--- config.mk ---
export PLATFORM = sky130hd
export DESIGN_NAME = wb_g18_prog
export DESIGN_NICKNAME = d
export VERILOG_FILES = /design/src/rtl/wb_g18_prog.sv
export SDC_FILE = /design/constraint.sdc
export NUM_CORES = 1
export LEC_CHECK = 0
export BUFFER_PORTS_ARGS = -buffer_cell sky130_fd_sc_hd__buf_2
export CAP_MARGIN = 30
export CELL_PAD_IN_SITES_DETAIL_PLACEMENT = 0
export CELL_PAD_IN_SITES_GLOBAL_PLACEMENT = 2
export CORE_UTILIZATION = 31
export CTS_CLUSTER_DIAMETER = 80
export DETAILED_ROUTE_END_ITERATION = 7
export PLACE_DENSITY = 0.9
export SKIP_LAST_GASP = 1
export SYNTH_ARGS = -nofsm -noshare
export SYNTH_HDL_FRONTEND = slang
export SYNTH_SLANG_ARGS = --single-unit
--- constraint.sdc ---
create_clock -name wb_clk_i -period 2.6 [get_ports wb_clk_i]
set_input_delay 0.39 -clock wb_clk_i [delete_from_list [all_inputs] [get_ports wb_clk_i]]
set_output_delay 0.39 -clock wb_clk_i [all_outputs]
set_load 0.005 [all_outputs]
--- src/rtl/wb_g18_prog.sv ---
`default_nettype none
// ============================================================================
// Module   : wb_g18_prog
// Purpose  : Wishbone slave sequencing G18 NOR program/erase/unlock/clear-status
//            command cycles, with status polling and return to read-array mode.
// Revision : 1.0 - initial release
// ============================================================================
module wb_g18_prog #(
  parameter int g18_aw     = 25,
  parameter int wb_dw      = 32,
  parameter int wb_aw      = 32,
  parameter int wp_cycles  = 4,
  parameter int wph_cycles = 2,
  parameter int rd_latency = 16
) (
  input  logic              wb_clk_i,
  input  logic              wb_rstn_i,
  input  logic [wb_aw-1:0]  wb_adr_i,
  input  logic [wb_dw-1:0]  wb_dat_i,
  input  logic [3:0]        wb_sel_i,
  input  logic              wb_we_i,
  input  logic              wb_cyc_i,
  input  logic              wb_stb_i,
  output logic              wb_ack_o,
  output logic              wb_err_o,
  output logic [wb_dw-1:0]  wb_dat_o,
  input  logic [15:0]       g18_dat_i,
  output logic [15:0]       g18_dat_o,
  output logic              g18_dat_oe_o,
  output logic [g18_aw-1:0] g18_adr_o,
  output logic              g18_csn_o,
  output logic              g18_oen_o,
  output logic              g18_wen_o,
  output logic              g18_advn_o,
  output logic              g18_own_o,
  output logic              g18_rstn_o
);

  typedef enum logic [2:0] {
    S_IDLE   = 3'd0,
    S_WR_LO  = 3'd1,
    S_WR_HI  = 3'd2,
    S_RD     = 3'd3,
    S_RD_GAP = 3'd4
  } state_t;

  localparam logic [1:0] c_k_cmd  = 2'd0;
  localparam logic [1:0] c_k_data = 2'd1;
  localparam logic [1:0] c_k_poll = 2'd2;
  localparam logic [1:0] c_k_last = 2'd3;

  localparam logic [4:0] c_wp_ld  = 5'(wp_cycles - 1);
  localparam logic [4:0] c_wph_ld = 5'(wph_cycles - 1);
  localparam logic [4:0] c_rd_ld  = 5'(rd_latency - 1);

  // Step table: {kind, command byte} for each step of each operation
  function automatic logic [9:0] f_step(input logic [2:0] op, input logic [1:0] step);
    logic [9:0] v;
    v = {c_k_last, 8'hFF};
    case (op)
      3'd1: case (step)
        2'd0:    v = {c_k_cmd,  8'h40};
        2'd1:    v = {c_k_data, 8'h00};
        2'd2:    v = {c_k_poll, 8'h00};
        default: v = {c_k_last, 8'hFF};
      endcase
      3'd2: case (step)
        2'd0:    v = {c_k_cmd,  8'h20};
        2'd1:    v = {c_k_cmd,  8'hD0};
        2'd2:    v = {c_k_poll, 8'h00};
        default: v = {c_k_last, 8'hFF};
      endcase
      3'd3: case (step)
        2'd0:    v = {c_k_cmd,  8'h60};
        2'd1:    v = {c_k_cmd,  8'hD0};
        default: v = {c_k_last, 8'hFF};
      endcase
      default: case (step)
        2'd0:    v = {c_k_cmd,  8'h50};
        default: v = {c_k_last, 8'hFF};
      endcase
    endcase
    return v;
  endfunction

  state_t            r_state, w_state_nxt;
  logic [4:0]        r_cnt, w_cnt_nxt;
  logic [1:0]        r_step, w_step_nxt;
  logic [7:0]        r_poll;
  logic              w_poll_load, w_sr_load, w_done;

  logic [g18_aw-1:0] r_addr;
  logic [15:0]       r_data;
  logic [7:0]        r_sr;
  logic              r_fail, r_busy;
  logic [2:0]        r_op;
  logic              r_ack, r_err;
  logic [wb_dw-1:0]  r_dat_o;

  logic              w_valid, w_new, w_bad;
  logic [1:0]        w_reg;
  logic [2:0]        w_op;
  logic [wb_dw-1:0]  w_rdata;
  logic [9:0]        w_cur, w_nxt;
  logic [15:0]       w_wr_dat;
  logic              w_unused;

  assign w_valid = wb_cyc_i & wb_stb_i;
  assign w_new   = w_valid & ~r_ack & ~r_err;
  assign w_reg   = wb_adr_i[3:2];
  assign w_op    = wb_dat_i[2:0];
  assign w_bad   = wb_we_i & (((w_reg != 2'd3) & r_busy) |
                              ((w_reg == 2'd2) & ((w_op == 3'd0) | (w_op > 3'd4))));

  assign w_cur    = f_step(r_op, r_step);
  assign w_nxt    = f_step(r_op, 2'(r_step + 2'd1));
  assign w_wr_dat = (w_cur[9:8] == c_k_data) ? r_data : {8'h00, w_cur[7:0]};

  assign w_unused = ^{wb_sel_i, wb_adr_i[wb_aw-1:4], wb_adr_i[1:0],
                      wb_dat_i[wb_dw-1:g18_aw], g18_dat_i[15:8], w_nxt[7:0]};

  assign wb_ack_o   = r_ack;
  assign wb_err_o   = r_err;
  assign wb_dat_o   = r_dat_o;
  assign g18_adr_o  = r_addr;
  assign g18_dat_o  = w_wr_dat;
  assign g18_rstn_o = wb_rstn_i;

  always_comb begin
    w_rdata = '0;
    case (w_reg)
      2'd0: w_rdata[g18_aw-1:0] = r_addr;
      2'd1: w_rdata[15:0]       = r_data;
      2'd3: begin
        w_rdata[15:8] = r_sr;
        w_rdata[1]    = r_fail;
        w_rdata[0]    = r_busy;
      end
      default: w_rdata = '0;
    endcase
  end

  // Register file and Wishbone handshake
  always_ff @(posedge wb_clk_i or negedge wb_rstn_i) begin
    if (!wb_rstn_i) begin
      r_addr  <= '0;
      r_data  <= '0;
      r_sr    <= '0;
      r_fail  <= 1'b0;
      r_busy  <= 1'b0;
      r_op    <= 3'd0;
      r_ack   <= 1'b0;
      r_err   <= 1'b0;
      r_dat_o <= '0;
    end else begin
      r_ack <= 1'b0;
      r_err <= 1'b0;
      if (w_new) begin
        r_ack <= ~w_bad;
        r_err <= w_bad;
        if (!wb_we_i) begin
          r_dat_o <= w_rdata;
        end else if (!w_bad) begin
          case (w_reg)
            2'd0: r_addr <= wb_dat_i[g18_aw-1:0];
            2'd1: r_data <= wb_dat_i[15:0];
            2'd2: begin
              r_busy <= 1'b1;
              r_op   <= w_op;
              if (w_op == 3'd4) begin
                r_sr   <= '0;
                r_fail <= 1'b0;
              end
            end
            default: ;
          endcase
        end
      end
      if (w_sr_load) begin
        r_sr   <= r_poll;
        r_fail <= |{r_poll[5], r_poll[4], r_poll[3], r_poll[1]};
      end
      if (w_done) r_busy <= 1'b0;
    end
  end

  always_ff @(posedge wb_clk_i or negedge wb_rstn_i) begin
    if (!wb_rstn_i) begin
      r_state <= S_IDLE;
      r_cnt   <= '0;
      r_step  <= '0;
      r_poll  <= '0;
    end else begin
      r_state <= w_state_nxt;
      r_cnt   <= w_cnt_nxt;
      r_step  <= w_step_nxt;
      if (w_poll_load) r_poll <= g18_dat_i[7:0];
    end
  end

  always_comb begin
    w_state_nxt  = r_state;
    w_cnt_nxt    = (r_cnt == 5'd0) ? 5'd0 : r_cnt - 5'd1;
    w_step_nxt   = r_step;
    w_poll_load  = 1'b0;
    w_sr_load    = 1'b0;
    w_done       = 1'b0;
    g18_csn_o    = 1'b1;
    g18_oen_o    = 1'b1;
    g18_wen_o    = 1'b1;
    g18_advn_o   = 1'b1;
    g18_dat_oe_o = 1'b0;
    g18_own_o    = 1'b0;
    case (r_state)
      S_IDLE: begin
        if (r_busy) begin
          w_state_nxt = S_WR_LO;
          w_cnt_nxt   = c_wp_ld;
          w_step_nxt  = 2'd0;
        end
      end
      S_WR_LO: begin
        g18_own_o    = 1'b1;
        g18_csn_o    = 1'b0;
        g18_advn_o   = 1'b0;
        g18_wen_o    = 1'b0;
        g18_dat_oe_o = 1'b1;
        if (r_cnt == 5'd0) begin
          w_state_nxt = S_WR_HI;
          w_cnt_nxt   = c_wph_ld;
        end
      end
      S_WR_HI: begin
        g18_own_o    = 1'b1;
        g18_csn_o    = 1'b0;
        g18_dat_oe_o = 1'b1;
        if (r_cnt == 5'd0) begin
          if (w_cur[9:8] == c_k_last) begin
            w_state_nxt = S_IDLE;
            w_done      = 1'b1;
          end else begin
            w_step_nxt = 2'(r_step + 2'd1);
            if (w_nxt[9:8] == c_k_poll) begin
              w_state_nxt = S_RD;
              w_cnt_nxt   = c_rd_ld;
            end else begin
              w_state_nxt = S_WR_LO;
              w_cnt_nxt   = c_wp_ld;
            end
          end
        end
      end
      S_RD: begin
        g18_own_o = 1'b1;
        g18_csn_o = 1'b0;
        g18_oen_o = 1'b0;
        if (r_cnt == 5'd0) begin
          w_poll_load = 1'b1;
          w_state_nxt = S_RD_GAP;
          w_cnt_nxt   = c_wph_ld;
        end
      end
      S_RD_GAP: begin
        g18_own_o = 1'b1;
        g18_csn_o = 1'b0;
        if (r_cnt == 5'd0) begin
          if (!r_poll[7]) begin
            w_state_nxt = S_RD;
            w_cnt_nxt   = c_rd_ld;
          end else begin
            // Device ready: capture status and move on to the read-array write
            w_sr_load   = 1'b1;
            w_step_nxt  = 2'(r_step + 2'd1);
            w_state_nxt = S_WR_LO;
            w_cnt_nxt   = c_wp_ld;
          end
        end
      end
      default: w_state_nxt = S_IDLE;
    endcase
  end

endmodule
`default_nettype wire
* Word-level counts from Yosys, hierarchy flattened
Index checks and enable logic that the tools add are counted.
Widths: inputs -> output; s select.
** Operators by class
- Mux-type cells :: 71
- Reductions and logical operators :: 26
- Add/subtract/negate cells :: 2
- Order comparisons :: 1
- Eq/ne operators :: 28
- Bitwise operators :: 12
** Operators by type and width (count)
- $pmux 10 s3 :: 6
- $mux 8 :: 6
- $pmux 10 s2 :: 2
- $mux 5 :: 6
- $mux 1 :: 26
- $pmux 8 s3 :: 1
- $mux 10 :: 2
- $ne 2x2->1 const B :: 10
- $pmux 5 s4 :: 1
- $mux 16 :: 1
- $mux 2 :: 8
- $reduce_and 4->1 :: 4
- $mux 3 :: 5
- $pmux 3 s5 :: 1
- $reduce_bool 2->1 :: 7
- $eq 2x2->1 const B :: 6
- $eq 3x2->1 const B :: 4
- $pmux 2 s3 :: 2
- $pmux 6 s2 :: 1
- $reduce_and 5->1 :: 2
- $mux 9 :: 1
- $eq 2x1->1 const B :: 4
- $mux 4 :: 2
- $reduce_or 4->1 :: 2
- 15 further kinds :: 30
** Word-level totals
- Bits in registers :: 99
- Output and inout port bits :: 82

* Depth between registers and ports, before layout
Gate-level depths: netlist (run 1).
- Word-level depth :: 9
- Gate-level depth with buffers :: 8
- Mapped depth without buffers :: 7

* Worst setup path after synthesis (run 1)
OpenSTA, ideal clock, no wires.
- Path kind :: register to output
- Start point :: register r_step[0]
- End point :: output port g18_dat_o[0]
- Data arrival time :: 1928 ps
- Stages on the path, launching flop included :: 9
- Required time :: 2210 ps
- Path slack :: 282 ps
- Path buffers :: 1
- Cell sequence :: dfrtp_1 inv_1 ha_1 nor3b_1 o21ai_1 a21oi_1 buf_2 a211o_1 a21boi_0
** On the way
- Longest elaborated chain between the ends :: 5
** Ends and longest elaborated chain
- from (decl) :: line 88 : logic [1:0] r_step, w_step_nxt;
- from (signal assigned) :: line 196 : r_step <= w_step_nxt;
- $eq 2x2->1 (tied with other cells) :: line 61, 67
- $pmux 10 s3 (tied with other cells) :: line 67 : 3'd2: case (step)
- $pmux 10 s3 (*) :: line 60 : case (op)
- $eq 2x1->1 :: line 117 : assign w_wr_dat = (w_cur[9:8] == c_k_data) ? r_data : {8'h00, w_cur[7:0]};
- $mux 16 (*) :: line 117
- to (decl) :: line 28 : output logic [15:0] g18_dat_o,
Mark *: on every way between the ends. The rest lies on a longest branch, timed or not.

* Final worst setup path (run 1)
- Start point :: register r_step[0]
- End point :: output port g18_dat_o[2]
The elaborated chain is that of the path after synthesis.

==> metrics list, run 1 <==
* Number of nets in the final layout: 683
* Unrepaired setup endpoints after global routing: yes
- Hold crit path type: in -> async
- After synthesis, the netlist uses 59 different library cells.
- A synthesized cell averages 10.8 sq um.
- Number of antenna-violating nets in the routed design: 0
* Final Util: 40.7%
* Element type at the critical path start: flop
- Entering global routing, the biggest net connects 100 pins.
- Setup Skew: 7.92 ps
- Latest clock arrival within the worst-skew pair: 340 ps
- Placement Setup Slack: 78.3 ps
* Sinks on the clock net: 99
- Final Hold Fails: 0
- For this configuration, the core starts out at a cell density of 32.1%.
- HPWL reported at the end of detailed placement: 8950 microns
- Beginning of the worst register-to-register path: r_cnt[0]
* Slowest cell on the critical path: sky130_fd_sc_hd__dfrtp_2
- The congestion estimate from routability-driven global placement came to 0.794.
- The die covers 0.0164 sq mm.
- After synthesis, the cell types taking the most area are sky130_fd_sc_hd__dfrtp_1, sky130_fd_sc_hd__mux2_2, sky130_fd_sc_hd__nand2_1, sky130_fd_sc_hd__mux2_4, sky130_fd_sc_hd__nor2_1.
* Tightest hold margin: 109 ps
- Setup violations remaining at the end of the flow were counted as 10.
* Dominant register cell in the synthesized netlist: sky130_fd_sc_hd__dfrtp_1
- Crit-path max cell delay: 440 ps
- Summing the areas of all xor and xnor instances in the mapped netlist gives 0.711% of the synthesized area.
* Wire length of the first global-routing pass: 20000 microns
- In this run the worst path has a maximum fanout of 5.
* Max-cap viol count: 0
- Measured against its own limit, the worst slew margin works out to 64.6%.
- The critical path ends at g18_dat_o[2].
* Simple logic cell fraction of the synthesized area: 14.1%
- Global-route usage over all layers: 15.4%
- Wire per inst: 15.4 microns
* Critical path origin: r_step[0]
- The H-tree generated during clock tree synthesis spans 3 levels.
- DIE HEIGHT: 128 microns
- Violations in the final reports: setup timing
- Of all cell types, the one taking the most synthesized area is sky130_fd_sc_hd__dfrtp_1.
- Dividing total power by cell area gives a power density of 885 mW/mm^2.
* Reg2Reg Depth: 5
- Total routed wirelength: 12300 microns
- Time the final worst path needs with I/O delays and setup: 2640 ps
- The first detailed-routing pass ran for 4 iterations.
- Vias in the first global route: 3952
- Across all setup checks in the final design, the least slack found is -40.9 ps.
* Achievable clock frequency: 379 MHz
* Crit path required time: 2210 ps
- TritonCTS built the clock tree.
* Number of warnings issued by yosys: 0
* Leakage power figure: 3.06 nW
* Share of layout cells above drive strength 1: 40.1%
- Worst vdd ir: 468 uV
* Share of the synthesized area in the top cell type: 50.3%
- Counting buffers and inverters, the worst setup path is 8 cells deep.
- Cells after Synth: 456
- Post-synthesis compound-gate area fraction: 11.6%
* Arrival @ worst endpoint: 2250 ps
- The worst register-to-register path ends at r_poll[6].
- Together, buffers and inverters on the worst path number 2.
- After detailed placement, the design holds a cell count of 775.
- CTS root buf: sky130_fd_sc_hd__clkbuf_16
* Final cell count without fillers: 799
- The number of pins exceeding their max-slew limit in the final report came to 0.
* Slew of the pin with the lowest slew margin: 531 ps
- Mux share of post-synthesis cell area: 15.9%
- The run finished, with violations left.
* Buffers added on ports: 114
- Share of synthesized area occupied by flip-flops and latches: 50.3%
* Area growth syn-to-layout: 26.9%
- In this run the register-to-register setup slack is 390 ps.
- Summed over all layers, the global routing overflow is 0.
- Kind of cell adding the most delay to the critical path: compound AO/OA/AOI/OAI gates
* Die X: 128 microns
- Walking the worst path, the cells encountered are ha_2, o21ba_4, a221o_1, a21oi_2, a211o_1, buf_4, a21boi_2, buf_2.
* Residual DRC: 0
* Number of buffers inserted during clock tree synthesis: 9
* Adder-cell share of the synthesized area: 2.54%
* Count of vias placed by the detailed router: 3889
- Pin placement for this block handled 171 I/O pins.
- Combinational family with the most area after synthesis: multiplexers
- The worst path uses 102% of the clock period.
* Count of fill cells added during filler insertion: 1501
* Sort of element at the end of the critical path: output pin
* Via-to-Cell Ratio: 4.87
- Proportion of synthesized flip-flops having asynchronous set or reset: 100%
- The clock passes through at most 2 buffers.
- DRC marker count from the first detailed-route iteration: 245
* Syn Std Cell Area: 0.00493 sq mm
* Initial antenna violation count: 0
* Diodes inserted: 0
- Type of the setup path with the least slack: reg -> out
- The floorplan step defined a core boundary enclosing 0.0154 sq mm.
* Number of synthesized register bits: 99
- Clock-pin slew was measured on the worst setup and hold paths at 70 ps.
- Core Rows: 45
* Number of synthesized flops with an enable pin: 0
-- worst min path at each step --
stage | slack [ps] | depth (start not counted) | start | to
after detailed placement | 460 | 2 | wb_dat_o[16] | wb_dat_o[16]
after global routing | 160 | 2 | wb_rstn_i | wb_dat_o[24]
after floorplan | 90 | 0 | wb_rstn_i | g18_adr_o[0]
after CTS | 130 | 2 | wb_rstn_i | wb_dat_o[7]
final | 110 | 2 | wb_rstn_i | wb_dat_o[23]
after global placement | 450 | 2 | wb_dat_o[16] | wb_dat_o[16]
-- sequential cells by signal, indices dropped and copies added, names as in the netlist, 2 cells and up --
register	flops
r_state	3
r_poll	8
r_cnt	5
g18_adr_o	25
wb_dat_o	25
r_sr	8
r_op	3
r_step	2
r_data	16
-- synthesized netlist by cell type, types with 7 or more instances --
master,number
sky130_fd_sc_hd__dfrtp_1,99
sky130_fd_sc_hd__nand2_1,54
sky130_fd_sc_hd__mux2_2,45
sky130_fd_sc_hd__nor2_1,36
sky130_fd_sc_hd__clkbuf_1,17
sky130_fd_sc_hd__inv_1,16
sky130_fd_sc_hd__o21ai_0,16
sky130_fd_sc_hd__nand3_1,15
sky130_fd_sc_hd__and2_1,11
sky130_fd_sc_hd__a21oi_1,10
sky130_fd_sc_hd__a221oi_1,10
sky130_fd_sc_hd__ha_1,10
sky130_fd_sc_hd__mux2_4,10
sky130_fd_sc_hd__buf_4,9
sky130_fd_sc_hd__mux2i_1,7
-- per-layer routing --
metal | GRT usage, % | part of all wire, % | vias up
li1 | - | - | 1848
met1 | 20.5 | 45 | 1944
met2 | 25.9 | 51 | 92
met3 | 3.13 | 3.8 | 5
met4 | 3.60 | 0.67 | 0
met5 | 0 | 0 | -
-- repair_timing --
item,in CTS,in global routing
gates resized for setup,20,2
endpoints found under the setup margin,16,16
hold buffers,0,0
pin swaps,4,2
setup buffers,7,2
-- final cells by class --
cell class	instances	area (sq um)	area share (%)
flip-flops and latches	99	2480	39.7
multi-input cells	313	2290	36.6
repair buffers	145	835	13.3
well taps	211	264	4.22
clock buffers	10	239	3.82
clock inverters	5	85.1	1.36
inverters	16	60.1	0.960
-- power by group --
group | internal (mW) | switching [mW] | total [mW]
combinational | 0.966 | 0.870 | 1.84
clock | 0.870 | 0.576 | 1.45
sequential | 1.93 | 0.328 | 2.26
total | 3.76 | 1.77 | 5.54
-- cell usage in the layout (no fill, tap or decap), types with 5 or more instances in the layout --
cell and instances:
sky130_fd_sc_hd__o21ai_0 16, sky130_fd_sc_hd__and2_1 11, sky130_fd_sc_hd__inv_1 14, sky130_fd_sc_hd__buf_2 113
sky130_fd_sc_hd__ha_1 5, sky130_fd_sc_hd__a221oi_1 10, sky130_fd_sc_hd__mux2_2 45, sky130_fd_sc_hd__o31ai_1 6
sky130_fd_sc_hd__mux2_1 5, sky130_fd_sc_hd__nor2_1 36, sky130_fd_sc_hd__a21oi_1 9, sky130_fd_sc_hd__mux2_4 10
sky130_fd_sc_hd__nand2_1 54, sky130_fd_sc_hd__dfrtp_1 97, sky130_fd_sc_hd__mux2i_1 7, sky130_fd_sc_hd__clkbuf_16 9
sky130_fd_sc_hd__buf_4 29, sky130_fd_sc_hd__conb_1 7, sky130_fd_sc_hd__nand3_1 15
-- through the flow --
stage	TNS, ps	area, sq um	power [mW]
after floorplan	0	4950	3.28
after global placement	0	5790	3.97
after detailed placement	0	5790	4.03
after CTS	-295	6220	5.57
after global routing	-1860	6250	5.91
final	-196	6250	5.54
-- logic make-up after synthesis --
| family | count (synthesis) |
|---|---|
| flip-flops | 99 |
| XOR/XNOR | 4 |
| adder cells (fa/ha/maj) | 10 |
| AND/OR/NAND/NOR | 145 |
| multiplexers | 67 |
| other | 1 |
| AO/OA/AOI/OAI | 80 |
| buffers and inverters | 50 |
(Power assumes the default switching activity.)
==> run 2, diff against run 1 <==
--- a/config.mk
+++ b/config.mk
@@ -17,3 +17,4 @@
 export SYNTH_ARGS = -nofsm -noshare
 export SYNTH_HDL_FRONTEND = slang
 export SYNTH_SLANG_ARGS = --single-unit
+export TNS_END_PERCENT = 30
==> run 2 against run 1 <==
Against the previous run:
- the flow still finishes with violations (setup timing)
- critical endpoint unchanged
- highest routed layer unchanged
- first-iteration DRC count fell by 11%
- die area did not move
- register-to-register slack barely moved
- power barely moved
- utilization did not move
- count of clock-buffer cells in the layout did not move
- global-route usage did not move
- final cell count did not move
- hold slack improved by 3.4 ps
- final area did not move
==> metrics list, run 2 (synthesized netlist as in run 1, its figures left out) <==
- Element type at the critical path start: flop (unchanged)
- Pwr Density: 885 mW/mm^2 (about the same)
- Wire per inst: 15.4 microns (about the same)
- Worst vdd ir: 469 uV (was 468 uV)
- Number of antenna-violating nets in the routed design: 0 (unchanged)
- The critical path data arrival time was 2250 ps (about the same).
- The maximum number of buffers from clock root to sink is 2 (unchanged).
- The power share of the combinational group came to 33.2% (was 33.1%).
- The worst-margin pin slew was 529 ps (was 531 ps).
- The net switching power came to 1.77 mW (about the same).
* Net switching share of the total power: 32.0% (about the same)
- Latest clock arrival within the worst-skew pair: 340 ps (about the same)
- The residual DRC count is 0 (unchanged).
- Type of the setup path with the least slack: reg -> out (unchanged)
- The final wirelength is 12300 microns (about the same).
* DRC marker count from the first detailed-route iteration: 218 (was 245)
* CTS root buf: sky130_fd_sc_hd__clkbuf_16 (unchanged)
- The time the worst path needs with I/O delays and setup is 2640 ps (about the same).
- Commonest cells after routing, fill and taps aside: sky130_fd_sc_hd__buf_2, sky130_fd_sc_hd__dfrtp_1, sky130_fd_sc_hd__nand2_1 (unchanged).
- The register clock-pin slew on the reported worst setup and hold paths came to 70 ps (about the same).
- Leakage power figure: 3.06 nW (unchanged)
- Leading cell type in the layout, fill and taps excluded: sky130_fd_sc_hd__buf_2 (unchanged)
- The post-route worst setup slack came to -40.7 ps (was -40.9 ps).
- Share of layout cells above drive strength 1: 40.1% (unchanged)
- The number of buffers inserted during clock tree synthesis is 9 (unchanged).
* Status: complete, but fails checks (unchanged)
- The aggregate global-route resource usage is 15.4% (unchanged).
* Maximum number of pins on one net before global-route repair: 100 (unchanged)
- Floorplan die area: 0.0164 sq mm (unchanged)
- The number of fill cells in the layout is 1501 (unchanged).
- The source of the critical timing path was r_step[0] (unchanged).
- The max-capacitance violation count is 0 (unchanged).
- The worst reg2reg path endpoint is r_poll[6] (unchanged).
* Placer congestion estimate: 0.794 (unchanged)
- Violations in the final reports: setup timing (unchanged)
- The worst-case headroom to the max-slew limit came to 64.7% (was 64.6%).
- Initial DRT Pass Iterations: 4 (unchanged)
* Reg2Reg Depth: 5 (unchanged)
* Setup Skew: 7.55 ps (was 7.92 ps)
- The count of boundary I/O pins is 171 (unchanged).
* Final Hold Fails: 0 (unchanged)
- The initial antenna violation count came to 0 (unchanged).
- Wire length of the first global-routing pass: 20000 microns (unchanged)
- DIE HEIGHT: 128 microns (unchanged)
- The number of pins exceeding their max-slew limit in the final report came to 0 (unchanged).
- The core region area was 0.0154 sq mm (unchanged).
* HPWL reported at the end of detailed placement: 8950 microns (unchanged)
- Placement Setup Slack: 78.3 ps (unchanged)
- The endpoint type of the worst setup path is an output pin (unchanged).
- Die X: 128 microns (unchanged)
- Placed Instance Area: 0.00579 sq mm (unchanged)
* Sinks on the clock net: 99 (unchanged)
- Clock share of power: 26.1% (about the same)
- Number of nets in the final layout: 683 (unchanged)
- The total global routing overflow came to 0 (unchanged).
- The post-detailed-route via-to-cell ratio came to 4.87 (about the same).
- Achievable clock frequency: 379 MHz (about the same)
- The total inserted antenna cells came to 0 (unchanged).
- The area growth from synthesis to final layout came to 26.9% (unchanged).
- Vias in the first global route: 3952 (unchanged)
* Beginning of the worst register-to-register path: r_cnt[0] (unchanged)
* CP Capture Point: g18_dat_o[2] (unchanged)
- Crit path required time: 2210 ps (about the same)
- Effective utilization at floorplan: 32.1% (unchanged)
- Buffers added on ports: 114 (unchanged)
- Hold crit path type: in -> async (unchanged)
* Clock tree from TritonCTS: yes (unchanged)
- Period utilization: 102% (about the same)
* Relative contribution of sequential cells to total power: 40.7% (about the same)
* H-tree depth reported by CTS: 3 (unchanged)
* Final number of setup-violating endpoints: 10 (unchanged)
* Unrepaired setup endpoints after global routing: yes (unchanged)
* Worst setup slack for register-to-register paths: 380 ps (was 390 ps)
- The final instance area was 0.00625 sq mm (unchanged).
- The internal power is 3.76 mW (about the same).
- Highest fanout seen on the critical path: 5 (unchanged)
- The vias after detailed routing came to 3895 (was 3889).
- The number of placement rows came to 45 (unchanged).
- Hold-fix buffers, CTS: 0 (unchanged)
[run 2: cell counts in the layout (fill, tap and decap cells not counted)]
Identical to the previous run, type by type.
[run 2: metal layers]
layer	track usage [%]	up-vias	routed length, microns
met5	0	-	0
met4	3.60	0	82
met3	3.13	5	498
met2	25.9	98	6270
met1	20.5	1945	5470
li1	-	1847	-
[run 2: critical path: stages (launching register included)]
cell and delay, ps:
sky130_fd_sc_hd__dfrtp_2 440, sky130_fd_sc_hd__ha_2 210, sky130_fd_sc_hd__o21ba_4 220, sky130_fd_sc_hd__a221o_1 330, sky130_fd_sc_hd__a21oi_2 140, sky130_fd_sc_hd__a211o_1 170
sky130_fd_sc_hd__buf_4 120, sky130_fd_sc_hd__a21boi_2 150, sky130_fd_sc_hd__buf_2 130
[run 2: worst min path at each step]
stage,from,endpoint,slack (ps)
floorplan,wb_rstn_i,g18_adr_o[0],90
finish,wb_rstn_i,wb_dat_o[23],110
CTS,wb_rstn_i,wb_dat_o[7],130
detailed placement,wb_dat_o[16],wb_dat_o[16],460
global placement,wb_dat_o[16],wb_dat_o[16],450
global route,wb_rstn_i,wb_dat_o[24],160
[run 2: cell type report]
type / instances / area [sq um] / area share, %
multi-input cells: 313 / 2290 / 36.6
clock inverters: 5 / 85.1 / 1.36
well taps: 211 / 264 / 4.22
flip-flops and latches: 99 / 2480 / 39.7
repair buffers: 145 / 835 / 13.3
inverters: 16 / 60.1 / 0.960
clock buffers: 10 / 239 / 3.82
[run 2: stage by stage]
step	setup TNS [ps]	hold slack, ps	utilization (%)	instances	total power [mW]
finish	-195	112	40.7	799	5.53
global placement	0	449	37.7	775	3.97
floorplan	0	94.4	-	462	3.28
CTS	-295	134	40.4	797	5.57
detailed placement	0	459	37.7	775	4.03
global route	-1860	156	40.7	799	5.91
[run 2: timing repair]
action | CTS | global route
gates resized for setup | 20 | 2
endpoints found under the setup margin | 16 | 16
pin swaps | 4 | 2
cloned | 0 | 0
buffers inserted | 7 | 2
[run 2: power by group through the flow]
stage	combinational, mW	sequential (mW)	clock [mW]
floorplan	1.09	2.19	0
global placement	1.72	2.25	0
detailed placement	1.76	2.28	0
CTS	1.84	2.25	1.47
global route	2.05	2.32	1.54
finish	1.84	2.25	1.44
